--- src/rtl/uart_tx_arb_pkg.sv ---
// uart_tx_arb_pkg
// Shared types and default parameters for the UART transmit arbiter slice.
//   arb_state_e  : arbiter FSM states (IDLE arbitrates, LOCK holds a packet)
//   *_DEF        : default values for NUM_REQ, DATA_W and the watchdog limit
package uart_tx_arb_pkg;

    typedef enum logic {
        IDLE = 1'b0,
        LOCK = 1'b1
    } arb_state_e;

    localparam int NUM_REQ_DEF = 3;
    localparam int DATA_W_DEF  = 8;
    localparam int TIMEOUT_DEF = 4096;

endpackage

--- src/rtl/uart_tx_arbiter_rr_pick.sv ---
// rr_pick
// Combinational round-robin priority select.
//   req   [NUM_REQ-1:0] : request vector
//   ptr   [IDX_W-1:0]   : index with highest priority this round
//   idx   [IDX_W-1:0]   : first set request at or after ptr, wrapping
//   found               : at least one request is set
module rr_pick #(
    parameter int NUM_REQ = 3,
    parameter int IDX_W   = 2
) (
    input  logic [NUM_REQ-1:0] req,
    input  logic [IDX_W-1:0]   ptr,
    output logic [IDX_W-1:0]   idx,
    output logic               found
);

    int unsigned cand;

    always_comb begin
        idx   = '0;
        found = 1'b0;
        cand  = 0;
        for (int unsigned k = 0; k < NUM_REQ; k++) begin
            cand = 32'(ptr) + k;
            if (cand >= NUM_REQ) begin
                cand = cand - NUM_REQ;
            end
            if (!found && req[cand]) begin
                found = 1'b1;
                idx   = IDX_W'(cand);
            end
        end
    end

endmodule

--- src/rtl/uart_tx_arbiter.sv ---
// uart_tx_arbiter
// Shares one UART transmit path between several packet sources. A source is
// granted round-robin and keeps the grant until its last byte is accepted,
// so packets never interleave on the line. Accepted bytes go through a
// one-entry output register read by uart_tx like a command FIFO.
//
// Ports:
//   clk, rst          : clock, synchronous active-low reset
//   req_valid/last    : per-source byte valid / end-of-packet
//   req_data          : source i at [i*DATA_W +: DATA_W]
//   req_ready         : per-source accept (only the granted source)
//   cmd_fifo_rd_data  : byte presented to uart_tx
//   cmd_fifo_valid    : presented byte is valid
//   cmd_fifo_rd_en    : uart_tx pops the presented byte
//   grant_id, busy    : granted source, packet locked
//   timeout_pulse     : one-cycle stall-watchdog pulse (UART_TX_ARB_TIMEOUT_EN only)
//
// Build option: define UART_TX_ARB_TIMEOUT_EN to add the stall watchdog.
module uart_tx_arbiter
    import uart_tx_arb_pkg::*;
#(
    parameter int NUM_REQ = NUM_REQ_DEF,
    parameter int DATA_W  = DATA_W_DEF
`ifdef UART_TX_ARB_TIMEOUT_EN
    ,
    parameter int TIMEOUT_CYCLES = TIMEOUT_DEF
`endif
) (
    input  logic                       clk,
    input  logic                       rst,
    input  logic [NUM_REQ-1:0]         req_valid,
    input  logic [NUM_REQ*DATA_W-1:0]  req_data,
    input  logic [NUM_REQ-1:0]         req_last,
    output logic [NUM_REQ-1:0]         req_ready,
    output logic [DATA_W-1:0]          cmd_fifo_rd_data,
    output logic                       cmd_fifo_valid,
    input  logic                       cmd_fifo_rd_en,
    output logic [$clog2(NUM_REQ)-1:0] grant_id,
    output logic                       busy
`ifdef UART_TX_ARB_TIMEOUT_EN
    ,
    output logic                       timeout_pulse
`endif
);

    localparam int IDX_W = $clog2(NUM_REQ);

    arb_state_e        state, state_nx;
    logic [IDX_W-1:0]  ptr, ptr_nx, grant_nx, pick_idx;
    logic              busy_nx, pick_found;
    logic              can_load, xfer, xfer_last, force_idle;
    logic [DATA_W-1:0] xfer_data;

    rr_pick #(
        .NUM_REQ (NUM_REQ),
        .IDX_W   (IDX_W)
    ) u_rr_pick (
        .req   (req_valid),
        .ptr   (ptr),
        .idx   (pick_idx),
        .found (pick_found)
    );

    // The output register can take a byte when empty or being popped now.
    always_comb begin
        can_load  = !cmd_fifo_valid || cmd_fifo_rd_en;
        req_ready = '0;
        if (state == LOCK && can_load) begin
            req_ready[grant_id] = 1'b1;
        end
        xfer      = |(req_valid & req_ready);
        xfer_data = req_data[grant_id*DATA_W +: DATA_W];
        xfer_last = req_last[grant_id];
    end

`ifdef UART_TX_ARB_TIMEOUT_EN
    localparam int TO_W = (TIMEOUT_CYCLES > 1) ? $clog2(TIMEOUT_CYCLES) : 1;
    logic [TO_W-1:0] stall_cnt;

    // Fires on the TIMEOUT_CYCLES-th consecutive stalled LOCK cycle.
    always_comb begin
        force_idle = (state == LOCK) && !xfer &&
                     (stall_cnt == TO_W'(TIMEOUT_CYCLES - 1));
    end

    always_ff @(posedge clk) begin
        if (!rst) begin
            stall_cnt     <= '0;
            timeout_pulse <= 1'b0;
        end else begin
            timeout_pulse <= force_idle;
            if (state != LOCK || xfer || force_idle) begin
                stall_cnt <= '0;
            end else begin
                stall_cnt <= stall_cnt + 1'b1;
            end
        end
    end
`else
    assign force_idle = 1'b0;
`endif

    always_comb begin
        state_nx = state;
        ptr_nx   = ptr;
        grant_nx = grant_id;
        busy_nx  = busy;
        unique case (state)
            IDLE: begin
                if (pick_found) begin
                    grant_nx = pick_idx;
                    busy_nx  = 1'b1;
                    state_nx = LOCK;
                end
            end
            LOCK: begin
                if ((xfer && xfer_last) || force_idle) begin
                    state_nx = IDLE;
                    busy_nx  = 1'b0;
                    ptr_nx   = (grant_id == IDX_W'(NUM_REQ - 1)) ? '0 : grant_id + 1'b1;
                end
            end
        endcase
    end

    always_ff @(posedge clk) begin
        if (!rst) begin
            state            <= IDLE;
            ptr              <= '0;
            grant_id         <= '0;
            busy             <= 1'b0;
            cmd_fifo_valid   <= 1'b0;
            cmd_fifo_rd_data <= '0;
        end else begin
            state    <= state_nx;
            ptr      <= ptr_nx;
            grant_id <= grant_nx;
            busy     <= busy_nx;
            if (xfer) begin
                cmd_fifo_rd_data <= xfer_data;
                cmd_fifo_valid   <= 1'b1;
            end else if (cmd_fifo_rd_en) begin
                cmd_fifo_valid   <= 1'b0;
            end
        end
    end

endmodule

--- config.mk ---
export PLATFORM = sky130hd
export DESIGN_NAME = uart_tx_arbiter
export DESIGN_NICKNAME = d
export VERILOG_FILES = /design/src/rtl/uart_tx_arb_pkg.sv /design/src/rtl/uart_tx_arbiter_rr_pick.sv /design/src/rtl/uart_tx_arbiter.sv
export SDC_FILE = /design/constraint.sdc
export NUM_CORES = 1
export LEC_CHECK = 0
export BUFFER_PORTS_ARGS = -buffer_cell sky130_fd_sc_hd__buf_2
export CORE_AREA = 2 2 50 52
export CTS_CLUSTER_DIAMETER = 60
export DETAILED_ROUTE_END_ITERATION = 6
export DIE_AREA = 0 0 52 54
export GPL_ROUTABILITY_DRIVEN = 0
export MAX_ROUTING_LAYER = met4
export PLACE_DENSITY = 0.86
export SYNTH_ARGS = -nofsm -noshare
export SYNTH_HDL_FRONTEND = slang
export SYNTH_HIERARCHICAL = 1
export SYNTH_SLANG_ARGS = --single-unit
--- constraint.sdc ---
create_clock -name clk -period 3.7 [get_ports clk]
set_input_delay 0.74 -clock clk [delete_from_list [all_inputs] [get_ports clk]]
set_output_delay 0.74 -clock clk [all_outputs]
set_load 0.05 [all_outputs]
==> flow_summary.ini, run 1 <==
[synthesis]
syn-num-nets = 157
synth_flop_cell = dfxtp_1
ys_types = 34
syn_area_mm2 = 0.00107
synth_seq_cells = 15
synth_cells = 121
avgSynthCellArea_um2 = 8.88
synth-edff-count = 0
synth_warnings = 6
async_flop_share = 0
synth_seq_area_share = 0.279

[route]
wl_um = 2520
route.detailed.drc = 0
routedWlPerCell_um = 12.9
vias_per_cell = 5.58
dr.pass1.iters = 4
ant_nets = 0
via_count = 1094
drtIter0Drc = 16

[final_layout]
drive_gt1_frac = 0.355
layout_commonest_cell = buf_2
mostFrequentLayoutCells = 47 x buf_2, 17 x mux2i_1, 15 x dfxtp_1
insertedDiodeCount = 0
fill_cells = 218
final_util = 0.575
area_growth_pct = 24.1
finalNetCount = 203

[sta]
relSlewSlack = 0.579
layout_min_cycle_time_ns = 2.40
setup_viol = 0
fmax_mhz = 416
worstMarginPinSlew_ns = 0.630
fin_skew_ns = 0.00300
post-route-period-util = 0.649
slew_viol_final = 0
fin_hold_ws_ns = 0.498
hold_viol_final = 0
rsz0062_at_grt = no
fin_tns_setup_ns = 0

[grt]
grt_max_degree = 19
grt_overflow = 0
track_usage = 0.189
antenna_found_initial = 0
grt_pass1_wl_um = 4020
grt_pass1_vias = 964

[cts]
clock_sinks = 15
h-tree-depth = 1
cts_resized = 0
cts_setup_buffers = 0
cts_made_buffers = 3
clk_latency_ns = 0.28
cts.root.buffer_cell = clkbuf_4
clk_pin_slew_worst_paths_ns = 0.09
hold_buffers = 0
cts_tree = built
clockBufferDepth = 2

[floorplan]
core_area_mm2 = 0.00232
initial_core_util = 0.463
pin_count = 48
dieArea_mm2 = 0.00281
placementRows = 18
fp.dieH_um = 54
dieWidth_um = 52

[worst_setup_path]
worstSetupStartpointType = flip-flop
rr_worst_depth = 7
end_kind = output port
rrSetupSlack_ns = 1.48
critPathRequiredTime_ns = 2.96
crit_type = flip-flop to output port
r2r_start = ptr[0]$_SDFFE_PN0P_
worstSetupStartpoint = grant_id[1]$_SDFFE_PN0P_
critPathCapture = req_ready[2]
path_max_fanout = 17
worstPathArrival_ns = 1.66
worstReg2RegEnd = grant_id[0]$_SDFFE_PN0P_

[power_and_ir_drop]
p_leak_nw = 0.608
max-vdd-ir-drop_uv = 326
powerDensity_mw_per_mm2 = 432

[placed_design]
hpwl_um = 1940
portBuffers = 47

[min_path]
hold_class = flip-flop to flip-flop

[job]
cap_violations = 0

[status]
status = complete, no violations
-- cell type report --
| cell class | count | area, um^2 | area share |
|---|---|---|---|
| Clock buffer | 3 | 22.5 | 0.0169 |
| Timing Repair Buffer | 48 | 243 | 0.182 |
| Tap cell | 30 | 37.5 | 0.0281 |
| Inverter | 5 | 18.8 | 0.0141 |
| Sequential cell | 15 | 300 | 0.225 |
| Multi-Input combinational cell | 94 | 707 | 0.530 |
| Clock inverter | 1 | 5.00 | 0.00375 |
-- report_power, final --
part           leakage (nW)  switching, W  internal, W
Combinational         0.467      0.000185    0.0000961
Clock                0.0177     0.0000521    0.0000401
Sequential            0.123     0.0000189     0.000184
-- synth_stat cells, types with 2 or more instances --
library cell | number | area [um^2]
mux2i_1 | 17 | 170
nand3b_1 | 3 | 22.5
nor2_1 | 10 | 37.5
buf_2 | 3 | 15.0
nand2b_1 | 2 | 12.5
o21ai_0 | 2 | 10.0
o211a_1 | 3 | 30.0
nor3b_1 | 10 | 75.1
inv_1 | 4 | 15.0
nor3_1 | 2 | 10.0
nand2_1 | 4 | 15.0
dfxtp_1 | 15 | 300
o21ai_1 | 2 | 10.0
buf_6 | 2 | 22.5
a2111oi_0 | 8 | 70.1
ha_1 | 3 | 37.5
a21oi_1 | 9 | 45.0
nor2b_1 | 6 | 37.5
-- stage by stage --
step | worst slack [ns] | total power, W | instance area [um^2] | instances
global route | 1.20 | 0.000608 | 1330 | 196
detailed placement | 1.37 | 0.000486 | 1310 | 192
finish | 1.30 | 0.000576 | 1330 | 196
floorplan | 0.773 | 0.000427 | 1070 | 121
CTS | 1.30 | 0.000577 | 1330 | 196
global placement | 1.39 | 0.000479 | 1310 | 192
-- state kept, by name, indices dropped and copies added, names as in the netlist --
register          cells
busy                  1
cmd_fifo_rd_data      8
cmd_fifo_valid        1
grant_id              2
ptr                   2
state                 1
-- layer usage --
metal | share of wire | GRT usage | vias to the layer above
li1 | - | - | 542
met1 | 0.43 | 0.214 | 502
met2 | 0.49 | 0.350 | 46
met3 | 0.069 | 0.0222 | 4
met4 | 0.0099 | 0.0482 | 0
met5 | 0 | - | -
-- logic make-up after synthesis --
family,Yosys count,synth area share
and+or+nand+nor,43,0.243
AOI/OAI and AO/OA,31,0.221
muxes,17,0.158
DFF,15,0.279
buffers and inverters,12,0.0629
adders and majority gates,3,0.0349
-- worst min-delay path by stage --
stage	startpoint	to	slack [ns]	cells past startpoint
floorplan	ptr[1]$_SDFFE_PN0P_	ptr[1]$_SDFFE_PN0P_	0.45	2
global placement	ptr[1]$_SDFFE_PN0P_	ptr[1]$_SDFFE_PN0P_	0.47	2
detailed placement	ptr[1]$_SDFFE_PN0P_	ptr[1]$_SDFFE_PN0P_	0.49	2
CTS	ptr[1]$_SDFFE_PN0P_	ptr[1]$_SDFFE_PN0P_	0.50	2
global route	busy$_SDFFE_PN0P_	busy$_SDFFE_PN0P_	0.53	1
finish	ptr[1]$_SDFFE_PN0P_	ptr[1]$_SDFFE_PN0P_	0.50	2
-- critical path, cell delays in order, from the launching register on --
cell     delay [ns]
dfxtp_1        0.73
inv_2          0.15
nor3_1         0.21
buf_2          0.29
Note: power is estimated with default switching activity, not from simulation.
==> run 2: changes to the inputs <==
ABC_AREA = 1   (was default)
CORE_AREA = 2 2 51 53   (was 2 2 50 52)
DIE_AREA = 0 0 53 55   (was 0 0 52 54)
PLACE_DENSITY = 0.82   (was 0.86)
clock period = 2.5 ns   (was 3.7 ns; I/O delays follow)
==> flow_summary.ini, run 2 <==
[placed_design]
portBuffers = 47
hpwl_um = 2070

[final_layout]
final_util = 0.559
finalNetCount = 264
insertedDiodeCount = 0
layout_commonest_cell = nand2_1
top_register = cmd_fifo_rd_data
multi_input_area_um2 = 644
top_regs = cmd_fifo_rd_data x8, grant_id x2, ptr x2
mostFrequentLayoutCells = 60 x nand2_1, 47 x buf_2, 28 x nor2_1
drive_gt1_frac = 0.264
fill_cells = 270
final-seq-area_um2 = 300
largest_reg_flops = 8
area_growth_pct = 25.7

[route]
dr.pass1.iters = 4
vias_per_cell = 4.85
drtIter0Drc = 17
routedWlPerCell_um = 10.2
route.detailed.drc = 0
ant_nets = 0
wl_um = 2630
via_count = 1246

[cts]
clockBufferDepth = 2
cts_made_buffers = 3
cts_tree = built
cts_setup_buffers = 0
clk_latency_ns = 0.28
h-tree-depth = 1
clock_sinks = 15
clk_pin_slew_worst_paths_ns = 0.09
cts.root.buffer_cell = clkbuf_4
hold_buffers = 0
cts_resized = 0

[worst_setup_path]
critPathRequiredTime_ns = 2.00
worstSetupStartpointType = flip-flop
worstPathArrival_ns = 1.47
path_max_fanout = 5
crit_type = flip-flop to output port
end_kind = output port

[synthesis]
yosysTopAreaCell = dfxtp_1
yosys-top-cells-area = dfxtp_1 29%, nand2_1 21%, a21oi_1 11%
synth-edff-count = 0
synth_most_common_cell = nand2_1
ys_types = 21
synth_cells = 180
synth_top_area_share = 0.285
async_flop_share = 0
synth_seq_cells = 15
syn_area_mm2 = 0.00105
synth_flop_cell = dfxtp_1
netlist_top_cells_count = 60 x nand2_1, 28 x nor2_1, 23 x a21oi_1, 15 x dfxtp_1, 15 x inv_1
avgSynthCellArea_um2 = 5.85
syn-num-nets = 216
synth_warnings = 6
synth_seq_area_share = 0.285

[grt]
grt_pass1_wl_um = 4280
grt_max_degree = 23
track_usage = 0.207
grt_pass1_vias = 1019
antenna_found_initial = 0
grt_overflow = 0

[sta]
setup_viol = 0
fin_skew_ns = 0.00520
post-route-period-util = 0.789
slew_viol_final = 0
fmax_mhz = 507
hold_viol_final = 0
rsz0062_at_grt = no
worstMarginPinSlew_ns = 0.421
relSlewSlack = 0.719
fin_tns_setup_ns = 0
layout_min_cycle_time_ns = 1.97

[status]
status = complete, no violations

[power_and_ir_drop]
max-vdd-ir-drop_uv = 578
p_leak_nw = 0.728
powerDensity_mw_per_mm2 = 698

[floorplan]
pin_count = 48
core_area_mm2 = 0.00236
placementRows = 18
initial_core_util = 0.445
fp.dieH_um = 55
dieWidth_um = 53
dieArea_mm2 = 0.00292

[min_path]
hold_class = flip-flop to flip-flop

[job]
cap_violations = 0
==> run 2: changes by cell type after synthesis, moves of 3 or more <==
cell and change:
nand2_1 +56, nor2_1 +18, mux2i_1 -17, a21oi_1 +14
inv_1 +11, nand3_1 +10, nor3b_1 -10, a2111oi_0 -8
nor2b_1 -6, buf_2 -3, inv_2 +3, nand3b_1 -3
o211a_1 -3
==> run 2: routing by layer <==
layer	up-vias	GRT usage	routed length [um]
li1	664	-	-
met5	-	-	0
met4	0	0.0641	21
met3	4	0.0565	166
met1	543	0.245	1120
met2	35	0.344	1320
==> run 2: cells by family after synthesis <==
kind of cell,synth area share
flip-flops,0.285
buffers and inverters,0.107
AND/OR/NAND/NOR,0.420
AO/OA/AOI/OAI,0.152
adder cells (fa/ha/maj),0.0357
==> run 2: path summary, 6_finish.rpt <==
path                                                        from                               end  slack [ns]  cells after the start
worst max-delay path                            state$_SDFF_PN0_                      req_ready[2]        0.53                      5
worst min-delay path            cmd_fifo_rd_data[4]$_SDFFE_PN0P_  cmd_fifo_rd_data[4]$_SDFFE_PN0P_        0.48                      2
worst max register to register               ptr[0]$_SDFFE_PN0P_          grant_id[0]$_SDFFE_PN0P_        0.68                     11
worst min register to register  cmd_fifo_rd_data[4]$_SDFFE_PN0P_  cmd_fifo_rd_data[4]$_SDFFE_PN0P_        0.48                      2
==> run 2: layout make-up <==
type	count	area share
inverter	19	0.0539
multi-input combinational	141	0.487
timing repair buffer	48	0.184
tap	30	0.0284
sequential	15	0.227
clock buffer	4	0.0199
==> run 2: critical path, cell delays in order, from the launching register on <==
cell	delay (ns)
dfxtp_1	0.41
inv_1	0.11
a21oi_1	0.17
inv_1	0.11
nor3_2	0.11
buf_2	0.28
==> run 2: report_power, final <==
group	leakage (nW)	internal [W]	total (W)	switching [W]
Combinational	0.589	0.000138	0.000472	0.000334
Sequential	0.124	0.000278	0.000313	0.0000352
Clock	0.0150	0.0000620	0.000138	0.0000756
==> run 2: stage by stage <==
| step | total power [W] | hold slack [ns] | cell area [um^2] | worst slack (ns) | std cells |
|---|---|---|---|---|---|
| 3_3_place_gp | 0.000786 | 0.456 | 1300 | 0.737 | 253 |
| 2_1_floorplan | 0.000695 | 0.477 | 1060 | 0.262 | 180 |
| 5_1_grt | 0.00101 | 0.516 | 1320 | 0.422 | 257 |
| 3_5_place_dp | 0.000790 | 0.468 | 1300 | 0.701 | 253 |
| 6_report | 0.000923 | 0.482 | 1320 | 0.528 | 257 |
| 4_1_cts | 0.000928 | 0.488 | 1320 | 0.543 | 257 |
==> run 3: changes to the inputs <==
CORE_AREA = 2 2 54 56   (was 2 2 51 53)
DIE_AREA = 0 0 56 58   (was 0 0 53 55)
PLACE_DENSITY = 0.77   (was 0.82)
clock period = 1.8 ns   (was 2.5 ns; I/O delays follow)
==> flow_summary.ini, run 3 (synthesized netlist as in run 2, its figures left out) <==
[worst_setup_path]
rr_worst_depth = 11
crit_type = flip-flop to output port
end_kind = output port
worstSetupStartpointType = flip-flop
critPathRequiredTime_ns = 1.44
worstPathArrival_ns = 1.34
path_max_fanout = 14

[floorplan]
initial_core_util = 0.395
core_area_mm2 = 0.00266
fp.dieH_um = 58
pin_count = 48
dieWidth_um = 56
dieArea_mm2 = 0.00325
placementRows = 19

[cts]
clk_latency_ns = 0.28
cts_made_buffers = 3
clock_sinks = 15
cts_setup_buffers = 0
h-tree-depth = 1
clockBufferDepth = 2
cts.root.buffer_cell = clkbuf_4
clk_pin_slew_worst_paths_ns = 0.09
cts_tree = built

[sta]
relSlewSlack = 0.780
post-route-period-util = 0.944
layout_min_cycle_time_ns = 1.70
worstMarginPinSlew_ns = 0.330
slew_viol_final = 0
setup_slack_ns = 0.102
rsz0062_at_grt = no
fmax_mhz = 589
fin_skew_ns = 0.00268
hold_viol_final = 0
setup_viol = 0
fin_hold_ws_ns = 0.389

[power_and_ir_drop]
p_leak_nw = 0.754
max-vdd-ir-drop_uv = 849
powerDensity_mw_per_mm2 = 953

[route]
routedWlPerCell_um = 10.5
via_count = 1285
vias_per_cell = 4.90
route.detailed.drc = 0
wl_um = 2750
ant_nets = 0
dr.pass1.iters = 4
drtIter0Drc = 76

[final_layout]
largest_reg_flops = 8
top_regs = cmd_fifo_rd_data x8, grant_id x2, ptr x2
drive_gt1_frac = 0.329
area_growth_pct = 34.5
fill_cells = 285
insertedDiodeCount = 0
stdcell_count = 262
layout_commonest_cell = nand2_1
mostFrequentLayoutCells = 59 x nand2_1, 44 x buf_2, 26 x nor2_1
final_util = 0.531
top_register = cmd_fifo_rd_data
finalNetCount = 268

[placed_design]
placed_cells = 258
portBuffers = 47
hpwl_um = 2120
pre_cts_ws_ns = -0.00612

[grt]
antenna_found_initial = 0
grt_pass1_vias = 1103
track_usage = 0.179
grt_overflow = 0
grt_max_degree = 17
grt_pass1_wl_um = 4570

[min_path]
hold_class = primary input to flip-flop
hold_depth = 5

[job]
cap_violations = 0

[status]
status = complete, no violations
[run 3: through the flow]
| step | power (W) | cell area (um^2) | setup TNS (ns) |
|---|---|---|---|
| 3_5_place_dp | 0.00114 | 1350 | -0.00612 |
| 3_3_place_gp | 0.00114 | 1350 | 0 |
| 4_1_cts | 0.00134 | 1390 | 0 |
| 5_1_grt | 0.00145 | 1420 | 0 |
| 6_report | 0.00135 | 1420 | 0 |
| 2_1_floorplan | 0.000975 | 1070 | 0 |
[run 3: cell type report]
type / instances / area (um^2) / area share
inverters: 19 / 71.3 / 0.0504
clock buffers: 4 / 26.3 / 0.0186
well taps: 31 / 38.8 / 0.0274
flip-flops and latches: 15 / 305 / 0.216
repair buffers: 52 / 297 / 0.210
multi-input cells: 141 / 677 / 0.478
[run 3: worst max-delay path, stage by stage (launching register included)]
cell,delay (ns)
dfxtp_2,0.54
nand2_1,0.18
nor2_2,0.13
buf_4,0.20
[run 3: path summary, 6_finish.rpt]
path | from | end | slack (ns)
worst min register to register | cmd_fifo_rd_data[4]$_SDFFE_PN0P_ | cmd_fifo_rd_data[4]$_SDFFE_PN0P_ | 0.48
worst max register to register | ptr[0]$_SDFFE_PN0P_ | grant_id[0]$_SDFFE_PN0P_ | 0.14
worst min-delay path | req_data[23] | cmd_fifo_rd_data[7]$_SDFFE_PN0P_ | 0.39
worst max-delay path | grant_id[0]$_SDFFE_PN0P_ | req_ready[1] | 0.10
[run 3: layer usage]
layer	global-route usage	up-vias	wire length (um)	part of all wire
met5	-	-	0	0
met4	0.0408	0	28	0.010
met3	0.0446	4	157	0.057
met2	0.309	40	1370	0.50
met1	0.212	567	1200	0.44
li1	-	674	-	-
[run 3: timing repair]
| item | CTS | global route |
|---|---|---|
| resized for setup | 5 | 9 |
| setup endpoints to repair | 5 | 6 |
| hold buffers | 0 | 0 |
[run 3: power by group]
group	internal, W	switching (W)	total [W]	leakage, nW
registers	0.000388	0.0000548	0.000443	0.125
logic	0.000235	0.000478	0.000713	0.614
clock network	0.0000861	0.000106	0.000192	0.0150
total	0.000710	0.000638	0.00135	0.754
